==> src/rtl/ram_readback_tx.sv <==
// Read-back path: fetches a block of RAM words over req/gnt/rvalid and feeds them to the SPI TxData input in address order.
// Latency: start -> req_o next cycle; rvalid -> tx_valid_o next cycle; last pop -> done_o two cycles later.
// Backpressure: at most one read outstanding; no new request while the prefetch FIFO is full; SPI pops gate refills.
module ram_readback_tx #(
  parameter int WIDTH = 32,
  parameter int DEPTH = 4,
  parameter int CNT_W = 16
) (
  input  logic             clk_sys,
  input  logic             rst_sys,
  input  logic             start_i,
  input  logic [31:0]      addr_ini_i,
  input  logic [CNT_W-1:0] size_i,
  output logic             busy_o,
  output logic             done_o,
  output logic             underrun_o,
  output logic             req_o,
  output logic             we_o,
  output logic [31:0]      addr_o,
  output logic [3:0]       b_en_o,
  input  logic             gnt_i,
  input  logic             rvalid_i,
  input  logic [WIDTH-1:0] rdata_i,
  input  logic             spi_done_i,
  output logic [WIDTH-1:0] tx_data_o,
  output logic             tx_valid_o
);

  localparam int PTR_W  = (DEPTH > 1) ? $clog2(DEPTH) : 1;
  localparam int FCNT_W = $clog2(DEPTH) + 1;

  typedef enum logic [1:0] {
    S_IDLE  = 2'd0,
    S_REQ   = 2'd1,
    S_WAIT  = 2'd2,
    S_DRAIN = 2'd3
  } state_t;

  state_t state;
  state_t state_nxt;

  // Transfer context
  logic [31:0]      addr_q;
  logic [CNT_W-1:0] remaining;

  // Prefetch FIFO storage and bookkeeping
  logic [WIDTH-1:0]  mem [DEPTH];
  logic [PTR_W-1:0]  rd_ptr;
  logic [PTR_W-1:0]  wr_ptr;
  logic [PTR_W-1:0]  rd_ptr_inc;
  logic [FCNT_W-1:0] count;

  // Registered FIFO head presented to the SPI slave
  logic [WIDTH-1:0] head_q;
  logic [WIDTH-1:0] head_nxt;
  logic             head_vld_q;
  logic             head_vld_nxt;

  logic underrun_q;
  logic done_q;

  // Strobes produced by the FSM decode
  logic start_acc;
  logic grant_acc;
  logic push;
  logic pop;
  logic done_set;
  logic fifo_empty;
  logic fifo_room;

  assign fifo_empty = (count == '0);
  assign fifo_room  = (count < FCNT_W'(DEPTH));
  assign rd_ptr_inc = rd_ptr + 1'b1;

  // A pop only happens when a word is actually waiting; an empty pop is reported as underrun instead.
  assign pop = spi_done_i & ~fifo_empty;

  assign busy_o     = (state != S_IDLE);
  assign done_o     = done_q;
  assign underrun_o = underrun_q;
  assign we_o       = 1'b0;
  assign addr_o     = addr_q;
  assign b_en_o     = req_o ? 4'hF : 4'h0;
  assign tx_data_o  = head_q;
  assign tx_valid_o = head_vld_q;

  // State register
  always_ff @(posedge clk_sys or posedge rst_sys) begin
    if (rst_sys) begin
      state <= S_IDLE;
    end else begin
      state <= state_nxt;
    end
  end

  // Next-state decode and per-state strobes
  always_comb begin
    state_nxt = state;
    req_o     = 1'b0;
    start_acc = 1'b0;
    grant_acc = 1'b0;
    push      = 1'b0;
    done_set  = 1'b0;
    case (state)
      S_IDLE: begin
        if (start_i) begin
          start_acc = 1'b1;
          state_nxt = (size_i == '0) ? S_DRAIN : S_REQ;
        end
      end
      S_REQ: begin
        // Count can only fall while in REQ, so once raised req_o holds until granted.
        req_o = fifo_room;
        if (fifo_room && gnt_i) begin
          grant_acc = 1'b1;
          state_nxt = S_WAIT;
        end
      end
      S_WAIT: begin
        if (rvalid_i) begin
          push      = 1'b1;
          state_nxt = (remaining != '0) ? S_REQ : S_DRAIN;
        end
      end
      S_DRAIN: begin
        if (fifo_empty) begin
          done_set  = 1'b1;
          state_nxt = S_IDLE;
        end
      end
      default: begin
        state_nxt = S_IDLE;
      end
    endcase
  end

  // Address and word-count tracking for the active transfer
  always_ff @(posedge clk_sys or posedge rst_sys) begin
    if (rst_sys) begin
      addr_q    <= '0;
      remaining <= '0;
    end else if (start_acc) begin
      addr_q    <= {addr_ini_i[31:2], 2'b00};
      remaining <= size_i;
    end else if (grant_acc) begin
      addr_q    <= addr_q + 32'd4;
      remaining <= remaining - 1'b1;
    end
  end

  // Sticky underrun flag and the one-cycle completion pulse
  always_ff @(posedge clk_sys or posedge rst_sys) begin
    if (rst_sys) begin
      underrun_q <= 1'b0;
      done_q     <= 1'b0;
    end else begin
      done_q <= done_set;
      if (start_acc) begin
        underrun_q <= 1'b0;
      end else if (spi_done_i && fifo_empty && busy_o) begin
        underrun_q <= 1'b1;
      end
    end
  end

  // FIFO storage, pointers and occupancy; a new start flushes anything left over
  always_ff @(posedge clk_sys or posedge rst_sys) begin
    if (rst_sys) begin
      for (int i = 0; i < DEPTH; i++) begin
        mem[i] <= '0;
      end
      rd_ptr <= '0;
      wr_ptr <= '0;
      count  <= '0;
    end else if (start_acc) begin
      rd_ptr <= '0;
      wr_ptr <= '0;
      count  <= '0;
    end else begin
      if (push) begin
        mem[wr_ptr] <= rdata_i;
        wr_ptr      <= wr_ptr + 1'b1;
      end
      if (pop) begin
        rd_ptr <= rd_ptr_inc;
      end
      if (push && !pop) begin
        count <= count + 1'b1;
      end else if (pop && !push) begin
        count <= count - 1'b1;
      end
    end
  end

  // Next head word: computed from the post-update FIFO contents so tx outputs come straight from flops
  always_comb begin
    head_nxt     = head_q;
    head_vld_nxt = head_vld_q;
    if (start_acc) begin
      head_nxt     = '0;
      head_vld_nxt = 1'b0;
    end else if (pop) begin
      if (count > FCNT_W'(1)) begin
        head_nxt     = mem[rd_ptr_inc];
        head_vld_nxt = 1'b1;
      end else if (push) begin
        // Last stored word leaves as the incoming word arrives; it becomes head directly.
        head_nxt     = rdata_i;
        head_vld_nxt = 1'b1;
      end else begin
        head_nxt     = '0;
        head_vld_nxt = 1'b0;
      end
    end else if (push && fifo_empty) begin
      head_nxt     = rdata_i;
      head_vld_nxt = 1'b1;
    end
  end

  // Head register driving tx_data_o / tx_valid_o
  always_ff @(posedge clk_sys or posedge rst_sys) begin
    if (rst_sys) begin
      head_q     <= '0;
      head_vld_q <= 1'b0;
    end else begin
      head_q     <= head_nxt;
      head_vld_q <= head_vld_nxt;
    end
  end

endmodule

==> config.mk <==
export PLATFORM = sky130hd
export DESIGN_NAME = ram_readback_tx
export DESIGN_NICKNAME = d
export VERILOG_FILES = /design/src/rtl/ram_readback_tx.sv
export SDC_FILE = /design/constraint.sdc
export NUM_CORES = 1
export LEC_CHECK = 0
export BUFFER_PORTS_ARGS = -buffer_cell sky130_fd_sc_hd__buf_2
export CAP_MARGIN = 40
export CORE_MARGIN = 4
export CORE_UTILIZATION = 49
export DETAILED_ROUTE_END_ITERATION = 10
export GPL_TIMING_DRIVEN = 0
export PLACE_DENSITY = 0.73
export SLEW_MARGIN = 5
export SYNTH_ARGS = -nofsm -noshare
export SYNTH_HDL_FRONTEND = slang
export SYNTH_SLANG_ARGS = --single-unit
==> constraint.sdc <==
create_clock -name clk_sys -period 5.83 [get_ports clk_sys]
set_input_delay 0.2915 -clock clk_sys [delete_from_list [all_inputs] [get_ports clk_sys]]
set_output_delay 0.2915 -clock clk_sys [all_outputs]
set_load 0.01 [all_outputs]
==> results.toml <==
[status]
status = "finished, final reports clean"

[grt]
grt_pass1_vias = 7957
grt_pass1_wl_mm = 41.5
antenna_found_initial = 0
globalRouteTotalUtil_pct = 21.6
grt_max_degree = 37
globalRouteOverflowTotal = 0

[cts]
path_clk_slew_ps = 60
cts_inserted_buffers = 24
clk_latency_ps = 510
cts_tree = "yes"
clock-sinks = 218
htreeDepth = 1
clockBufferDepth = 3
clockRootBuffer = "clkbuf_16"

[floorplan]
start_util_pct = 50.3
die_y_um = 153
core_um2 = 20400
ioPinCount = 160
die_area_um2 = 23400
dieWidth_um = 153
row_count = 52

[sta]
finalSetupTns_ps = 0
max-slew-margin-rel_pct = 42.0
fmax_mhz = 355
rsz0062_at_grt = "no"
tightest_slew_ps = 863
maxSlewViolCount = 0
finClkSkew_ps = 14.9
period_needed_ps = 2810
hold_viol = 0
final.period_utilization_pct = 48.3
finalSetupViolCount = 0

[placement]
dpl_cell_area_um2 = 11600
gp_congestion = 0.823
io_buffers = 154
hpwl_mm = 17.7
place_inst = 1256

[setup_path]
crit_path_max_fanout = 10
worstSetupEndpointType = "register"
crit_top_cell = "clkbuf_1"
cp-start-kind = "register"
cp.arrival_ps = 3240
path_cells = "clkbuf_1 > nand3b_1 > o31ai_1 > clkbuf_1 > a22oi_1 > o2bb2ai_1"
reg2reg_from = "state[1]"
crit_path_start = "state[1]"
cp_slowest_cell = "o31ai_1"
worstSetupPathType = "reg -> reg"
critPathMaxStageDelay_ps = 810
critPathRequiredTime_ps = 6260

[flow_run]
max-cap-violations = 0

[cells_and_area]
mostFrequentLayoutCells = "218 x dfrtp_1, 157 x buf_2, 128 x mux2_2"
synthToLayoutAreaGrowth_pct = 22.2
layout_commonest_cell = "dfrtp_1"
antennaDiodeCount = 0
drive_gt1_share_pct = 36.8
fin_nets = 1124
final_area_um2 = 12600
fin_cells = 1312

[power_and_ir_drop]
irDropWorstVdd_v = 0.000270
p_leak_uw = 0.00579
power_density_nw_per_um2 = 516

[logic_synthesis]
syn-cell-area_um2 = 10300
synth_top_area_share_pct = 53.1
ys_types = 51
syn_avg_cell_area_um2 = 12.5
syn_inst = 821
yosysWarnings = 0
synth-edff-count = 0
post-synth-top-area-cell = "dfrtp_1"
synth.area.top_cells = "dfrtp_1 53%, mux2_2 14%, mux4_2 7.0%, a22oi_1 2.8%, o2bb2ai_1 2.7%"
synth_top_flop_cell = "dfrtp_1"
synthArstFlopShare_pct = 100
ys_ff_latch = 218
ys_seq_area_share_pct = 53.1

[worst_hold_path]
min_path_type = "in -> reg"
min_from = "addr_ini_i[12]"

[route]
routed_wl_mm = 25.6
final_antenna_net_count = 0
drt-initial-drc-count = 361
vias_per_cell = 5.86
wl_per_cell_um = 19.5
dr.pass1.iters = 5
post-route-drc-count = 0
vias = 7687
## per-layer routing
| layer | GRT usage, % | vias up | part of all wire (%) |
|---|---|---|---|
| li1 | - | 3499 | - |
| met1 | 28.8 | 3908 | 42 |
| met2 | 37.1 | 239 | 50 |
| met3 | 3.45 | 41 | 5.7 |
| met4 | 6.07 | 0 | 2.1 |
| met5 | 0 | - | 0 |
## critical path, delay by kind of cell, from the launching register on
| kind | cells | cell delay (ps) |
|---|---|---|
| AOI/OAI and AO/OA | 3 | 1230 |
| and+or+nand+nor | 1 | 310 |
| DFF | 1 | 340 |
| buffers and inverters | 2 | 850 |
## through the flow
stage	util [%]	total power, µW	hold slack (ps)	setup slack (ps)
3_3_place_gp	55.8	4730	467	1330
4_1_cts	61.5	6530	0.203	2970
2_1_floorplan	-	4070	403	2700
5_1_grt	61.5	6880	20.9	2820
3_5_place_dp	56.5	4850	360	2990
6_report	61.5	6490	15.6	3020
## registers in the layout, summed over array words and instances, names as in the netlist
signal and cells:
state 2, wr_ptr 2, addr_o 30, underrun_o 1, rd_ptr 2, remaining 16, mem 128, tx_valid_o 1
done_o 1, tx_data_o 32, count 3
## logic make-up (layout without fill, tap and decap cells)
kind of cell / Yosys count / in the layout / share of synthesized area [%]
compound gates: 157 / 157 / 11.4
xor+xnor: 11 / 11 / 0.937
fa+ha+maj: 11 / 11 / 1.34
flops: 218 / 218 / 53.1
other cells: 1 / 3 / 0.0365
mux: 164 / 164 / 21.4
buf+inv: 70 / 289 / 2.85
simple gates: 189 / 189 / 8.98
## repair_timing
action	CTS	global route
hold buffers	15	0
endpoints found under the hold margin	33	0
endpoints found under the setup margin	0	0
resized for setup	0	0
setup buffers	0	0
## final timing paths
path | end | slack, ps | cells after the start
min in group asynchronous | done_o | 360 | 3
min | addr_o[12] | 20 | 3
min reg2reg | tx_data_o[16] | 480 | 1
max in group asynchronous | tx_data_o[18] | 4410 | 6
max | tx_data_o[28] | 3020 | 6
max reg2reg | tx_data_o[28] | 3020 | 6
## cell type report
cell class,count,area [µm²]
Tap cell,270,338
Multi-Input combinational cell,535,4540
Timing Repair Buffer,178,1070
Clock buffer,31,688
Inverter,9,37.5
Clock inverter,10,175
Buffer,61,259
Sequential cell,218,5460
Fill cell,1641,7870
## cell usage after synthesis, types with 3 or more instances
master	n
nor3_1	8
nor4_1	12
and3_1	5
or3_1	4
a21oi_1	15
nor3b_1	3
clkbuf_1	32
nand3_1	24
o211ai_1	14
ha_1	11
a31oi_1	4
inv_1	9
xnor2_1	3
o311ai_0	9
and2_1	3
buf_2	3
xor2_1	8
a221o_1	5
a22oi_1	38
mux4_2	32
nand2_1	61
o31ai_1	3
o21ai_0	22
buf_1	19
dfrtp_1	218
a32oi_1	3
mux2i_1	4
or4_1	4
nor2_1	41
buf_4	7
mux2_2	128
o2bb2ai_1	32
nand4_1	11
a21o_1	4
## power breakdown
| group | switching (µW) | internal, µW |
|---|---|---|
| clock network | 597 | 1050 |
| registers | 425 | 2120 |
| logic | 1170 | 1130 |
(Power assumes the default switching activity.)
